[src/rtl/proc_csr_io.sv]
// proc_csr_io: parametrised CSR I/O path.
// csrr reads are muxed in D and registered into X. csrw writes travel a
// PIPE_STAGES-deep squashable pipeline. At retirement they commit to the
// output registers and raise per-channel update, new and overflow flags.
// Optional macro CSR_IO_SYNC_EN adds a two-flop synchronizer on every
// in_data channel ahead of the read mux.
module proc_csr_io #(
    parameter  int DATA_W      = 32,
    parameter  int NUM_IN      = 3,
    parameter  int NUM_OUT     = 3,
    parameter  int PIPE_STAGES = 3,
    localparam int MAX_CH      = (NUM_IN > NUM_OUT) ? NUM_IN : NUM_OUT,
    localparam int SEL_W       = (MAX_CH > 1) ? $clog2(MAX_CH) : 1
) (
    input  logic                      clk,
    input  logic                      rst,
    input  logic [NUM_IN*DATA_W-1:0]  in_data,
    input  logic [SEL_W-1:0]          rd_sel_D,
    output logic [DATA_W-1:0]         rd_data_X,
    input  logic                      wr_val_D,
    input  logic [SEL_W-1:0]          wr_sel_D,
    input  logic [DATA_W-1:0]         wr_data_D,
    input  logic [PIPE_STAGES-1:0]    squash,
    output logic [NUM_OUT*DATA_W-1:0] out_data,
    output logic [NUM_OUT-1:0]        out_upd,
    output logic [NUM_OUT-1:0]        out_new,
    input  logic [NUM_OUT-1:0]        out_ack,
    output logic [NUM_OUT-1:0]        out_ovf,
    output logic                      wr_err
);

    localparam int LAST = PIPE_STAGES - 1;

    logic [NUM_IN*DATA_W-1:0] rd_src;
    logic [DATA_W-1:0]        rd_mux;

    logic                     pipe_val  [PIPE_STAGES];
    logic [SEL_W-1:0]         pipe_sel  [PIPE_STAGES];
    logic [DATA_W-1:0]        pipe_data [PIPE_STAGES];

    logic [NUM_OUT-1:0]       commit_hit;
    logic                     commit_err;
    logic                     commit_val;

`ifdef CSR_IO_SYNC_EN
    logic [NUM_IN*DATA_W-1:0] sync_q1;
    logic [NUM_IN*DATA_W-1:0] sync_q2;

    // Two-flop synchronizer on every input channel
    always_ff @(posedge clk) begin
        if (!rst) begin
            sync_q1 <= '0;
            sync_q2 <= '0;
        end else begin
            sync_q1 <= in_data;
            sync_q2 <= sync_q1;
        end
    end

    assign rd_src = sync_q2;
`else
    assign rd_src = in_data;
`endif

    // Read mux; out-of-range selects return zero
    always_comb begin
        rd_mux = '0;
        for (int unsigned i = 0; i < NUM_IN; i++) begin
            if (32'(rd_sel_D) == i)
                rd_mux = rd_src[i*DATA_W +: DATA_W];
        end
    end

    // Read result register into X
    always_ff @(posedge clk) begin
        if (!rst)
            rd_data_X <= '0;
        else
            rd_data_X <= rd_mux;
    end

    // Write pipeline; squash[k] kills the entry held in register k
    always_ff @(posedge clk) begin
        if (!rst) begin
            for (int unsigned k = 0; k < PIPE_STAGES; k++) begin
                pipe_val[k]  <= 1'b0;
                pipe_sel[k]  <= '0;
                pipe_data[k] <= '0;
            end
        end else begin
            pipe_val[0]  <= wr_val_D;
            pipe_sel[0]  <= wr_sel_D;
            pipe_data[0] <= wr_data_D;
            for (int unsigned k = 1; k < PIPE_STAGES; k++) begin
                pipe_val[k]  <= pipe_val[k-1] & ~squash[k-1];
                pipe_sel[k]  <= pipe_sel[k-1];
                pipe_data[k] <= pipe_data[k-1];
            end
        end
    end

    // Decode the retiring entry into a one-hot commit or an error
    always_comb begin
        commit_hit = '0;
        commit_val = pipe_val[LAST] & ~squash[LAST];
        for (int unsigned c = 0; c < NUM_OUT; c++) begin
            if (commit_val && (32'(pipe_sel[LAST]) == c))
                commit_hit[c] = 1'b1;
        end
        commit_err = commit_val & ~(|commit_hit);
    end

    // Output registers, pulses and sticky flags; commit beats a same-cycle ack
    always_ff @(posedge clk) begin
        if (!rst) begin
            out_data <= '0;
            out_upd  <= '0;
            out_new  <= '0;
            out_ovf  <= '0;
            wr_err   <= 1'b0;
        end else begin
            out_upd <= commit_hit;
            wr_err  <= commit_err;
            for (int unsigned c = 0; c < NUM_OUT; c++) begin
                if (commit_hit[c])
                    out_data[c*DATA_W +: DATA_W] <= pipe_data[LAST];
                out_new[c] <= commit_hit[c] | (out_new[c] & ~out_ack[c]);
                out_ovf[c] <= ~out_ack[c] & (out_ovf[c] | (commit_hit[c] & out_new[c]));
            end
        end
    end

endmodule

[config.mk]
export PLATFORM = sky130hd
export DESIGN_NAME = proc_csr_io
export DESIGN_NICKNAME = d
export VERILOG_FILES = /design/src/rtl/proc_csr_io.sv
export SDC_FILE = /design/constraint.sdc
export NUM_CORES = 1
export LEC_CHECK = 0
export CORE_ASPECT_RATIO = 1.5
export CORE_UTILIZATION = 35
export DETAILED_ROUTE_END_ITERATION = 7
export GPL_TIMING_DRIVEN = 0
export PLACE_DENSITY = 0.74
export SLEW_MARGIN = 20
export SYNTH_ARGS = -nofsm -noshare
export SYNTH_HDL_FRONTEND = slang
export SYNTH_SLANG_ARGS = --single-unit
export TNS_END_PERCENT = 100
[constraint.sdc]
create_clock -name clk -period 2.42 [get_ports clk]
set_clock_uncertainty 0.1 [all_clocks]
set_input_delay 0.363 -clock clk [delete_from_list [all_inputs] [get_ports clk]]
set_output_delay 0.363 -clock clk [all_outputs]
set_load 0.02 [all_outputs]
======== Word level (Yosys, flattened, before mapping) ========
Memory sizes are Yosys's and may differ from the RTL's.
Cells that the tools add are included.
operators by class
  add/sub/neg operators ................... 0
  multiply operators ...................... 0
  divide/modulo/power cells ............... 0
  magnitude comparators ................... 0
  equal/unequal tests ..................... 4
  shifts and indexed selects .............. 0
  mux-type cells .......................... 17
  bitwise operators ....................... 35
  reduce and logical (&&, ||, !) cells .... 6
operators by type and width
  kind                                           number
  two-way mux 32 bit                             6
  bitwise OR 1 bit                               15
  AND 1 bit                                      13
  two-way mux 1 bit                              8
  NOT 1 bit                                      7
  two-way mux 2 bit                              3
  == test 2 x 1 -> 1 bit, second input constant  2
  == test 2 bit, second input constant           2
  logical NOT 2 bit                              2
  logical AND 1 bit                              3
  OR reduction 3 bit                             1
storage, ports and cells
  bits in registers ....................... 138
  latch bits .............................. 0
  bits in writable memories ............... 105
  bits in read-only memories .............. 0
  bits of input ports ..................... 141
  output and inout bits ................... 138
  logic and storage cells ................. 73
  memories ................................ 3
memory list
  name       words  bits a word  rd ports  clocked after memory_dff  wr ports  line  RTL
  pipe_data  3      32           3         0                         3         39    logic [DATA_W-1:0] pipe_data [PIPE_STAGES];
  pipe_sel   3      2            3         0                         3         38    logic [SEL_W-1:0] pipe_sel [PIPE_STAGES];
  pipe_val   3      1            3         0                         3         37    logic pipe_val [PIPE_STAGES];

======== Depth between registers and ports, before layout ========
  word-level depth ........................ 7
  depth in mapped cells ................... 5
  depth with buffers taken out ............ 3

======== Worst setup path after synthesis ========
Ideal clock, no wire load.
  path type ............................... input-to-reg
  start point ............................. in squash[2]
  end point ............................... reg out_data[5] (read register of pipe_data)
  library setup time ...................... 0.128 ns
  arrival ................................. 1.326 ns
  data required time ...................... 2.192 ns
  setup slack ............................. 0.866 ns
  cell stages on the path ................. 5
  cell sequence ........................... or4b_4 -> buf_6 -> buf_2 -> nand3_1 -> o21ai_1
on the way
  longest elaborated chain between the ends .. 4
RTL lines
  item               line  RTL
  start, declared    23    input logic [PIPE_STAGES-1:0] squash,
  NOT 1 bit          105   commit_val = pipe_val[LAST] & ~squash[LAST];
  AND 1 bit          105
  logical AND 1 bit  107   if (commit_val && (32'(pipe_sel[LAST]) == c))
  two-way mux 1 bit  107
  end, declared      24    output logic [NUM_OUT*DATA_W-1:0] out_data,
Every way passes these cells.
A chain may end at the register's enable or synchronous reset.

======== Worst setup path in the final report ========
  start point ............................. reg out_data[15] (read register of pipe_data)
  end point ............................... out out_data[15]
No word-level cell between the ends.

==> flow_summary.toml <==
[outcome]
outcome = "finished with violations"
violations = "design-rule violations"

[grt]
grt_overflow = 0
grt_max_degree = 17
antenna_found_initial = 0
grt_pass1_wl_mm = 34.2
track_usage = 0.189
grt_pass1_vias = 6532

[logic_synthesis]
synth_top_area_cell = "dfxtp_1"
synthTopCellsByArea = "dfxtp_1 (61%), and2_1 (8.1%), nand3_1 (6.1%), a211oi_1 (6.1%), o21ai_0 (4.2%)"
synth_cell_type_count = 24
syn_inst = 792
synth_area_um2 = 7910
ys_ff_latch = 243
synthArstFlopShare = 0
synth_edf_count = 0
ys.flop_type = "dfxtp_1"
yosysTopAreaCellShare = 0.615
syn_area_per_cell_um2 = 9.99
synth_warnings = 0
synth.yosys.seq_area_share = 0.615
syn_nets = 933

[timing]
min_period_ns = 1.99
maxSlewHeadroom = 0.644
setup_ws_ns = 0.428
rsz0062_at_grt = "no"
fmax_mhz = 502
finalCritPeriodShare = 0.823
drv_slew = 0
hold_ws_ns = 0.188
finalSetupViolations = 0
worstMarginPinSlew_ns = 0.533
finalHoldViolCount = 0
setup-tns-final_ns = 0

[cts]
cts_tree = "yes"
cts_resized = 0
clkSinkCount = 243
htreeDepth = 1
clockBufferDepth = 3
clkLatencyLatePin_ns = 0.50
root_buffer = "clkbuf_16"
cts_setup_buffers = 0
hold_buffers = 0
cts_made_buffers = 22
path_clk_slew_ns = 0.07

[setup_path]
required_ns = 1.96
worstSetupStartpointType = "register"
end_kind = "primary output"
rrSetupSlack_ns = 0.52
crit_chain = "clkdlybuf4s50_1"
crit_family = "buffers and inverters"
max_stage_delay_ns = 0.69
cpMaxStageDelayCell = "clkdlybuf4s50_1"
worstSetupPathType = "reg -> out"
arrival_ns = 1.53
crit_buf_inv = 1
path_max_fanout = 2

[placement]
portBuffers = 275
post-dp-hpwl_mm = 17.7
post-place-ws_ns = 0.00142
dp_cells = 1343
placed_area_um2 = 11000
place.gp.congestion = 0.893

[route]
routed-via-count = 6551
routed_via_density = 4.74
first_iter_violations = 257
wire_per_inst_um = 16.0
firstDrtPassIters = 6
ant_nets = 0
drt-total-wl_mm = 22.1
drcViolationCount = 24

[die]
die_w_um = 125
start_util = 0.355
std_cell_rows = 67
die-area_um2 = 23200
io_pins = 279
coreArea_um2 = 22300
die_h_um = 186

[finish]
fillers = 2058
postLayoutCellArea_um2 = 11800
syn_to_final_growth_pct = 49.5
nets = 1232
layout_common_cells = "clkdlybuf4s50_1 (275), dfxtp_1 (243), and2_1 (103)"
utilization = 0.531
num_antenna_cells = 0
multi_input_area_um2 = 2760
regArea_um2 = 4860
finalNonFillerCells = 1382
layout_commonest_cell = "clkdlybuf4s50_1"
drive_gt1_frac = 0.0452

[power_and_ir_drop]
p_leak_nw = 4.22
power_density_nw_per_um2 = 729
peakVddDrop_uv = 446
fin_total_pwr_mw = 8.63

[hold_path]
hp-class = "in -> reg"

[flow_run]
drv_cap = 0
## final timing paths
| kind | startpoint | endpoint | cells after the start |
|---|---|---|---|
| worst min register to register | pipe_data[0][9] | pipe_data[0][41] | 1 |
| worst min-delay path | rd_sel_D[0] | rd_data_X[0] | 3 |
| worst max-delay path | out_data[15] | out_data[15] | 1 |
| worst max register to register | pipe_sel[0][5] | out_data[56] | 5 |
## logic make-up (layout without fill, tap and decap cells)
kind of cell | count (synthesis) | count (layout) | synth area share
flip-flops | 243 | 243 | 0.615
buffers and inverters | 71 | 385 | 0.0360
AO/OA/AOI/OAI | 166 | 166 | 0.126
AND/OR/NAND/NOR | 312 | 312 | 0.223
## worst min-delay path: cells and delay by family
kind	cells	cell delay (ns)
AND/OR/NAND/NOR	1	0.13
buffers and inverters	1	0.18
AO/OA/AOI/OAI	1	0.06
## registers in the layout, summed over array words and instances (netlist names)
signal	cells
pipe_data	96
out_ovf	3
out_new	3
out_data	96
wr_err	1
rd_data_X	32
pipe_val	3
pipe_sel	6
out_upd	3
## cells in the mapped netlist (3+ instances only)
cell and number:
clkbuf_1 52, dfxtp_1 243, buf_2 9, nand3_1 96, nor2b_1 32, nor2_1 4
nand2_1 32, a21oi_1 4, o21ai_0 66, and2_1 103, buf_1 6, a211oi_1 64
o21ai_1 30, nand2b_1 35, nor3_1 3
## layout make-up
type | instances | share of cell area
Sequential cell | 243 | 0.411
Tap cell | 276 | 0.0292
Clock buffer | 29 | 0.0539
Buffer | 68 | 0.0232
Inverter | 3 | 0.000952
Multi-Input combinational cell | 478 | 0.234
Timing Repair Buffer | 275 | 0.233
Clock inverter | 10 | 0.0154
## routing by layer
| metal | vias up | global-route usage | share of wire |
|---|---|---|---|
| li1 | 3277 | - | - |
| met1 | 2978 | 0.175 | 0.34 |
| met2 | 250 | 0.376 | 0.54 |
| met3 | 46 | 0.0575 | 0.077 |
| met4 | 0 | 0.0909 | 0.042 |
| met5 | - | 0 | 0 |
## power breakdown
part           switching, mW  total, mW  internal (mW)
Clock                   1.46       3.86           2.39
Sequential            0.0238       4.13           4.10
Combinational          0.277      0.638          0.360
Total                   1.77       8.63           6.86
(Power assumes the default switching activity.)
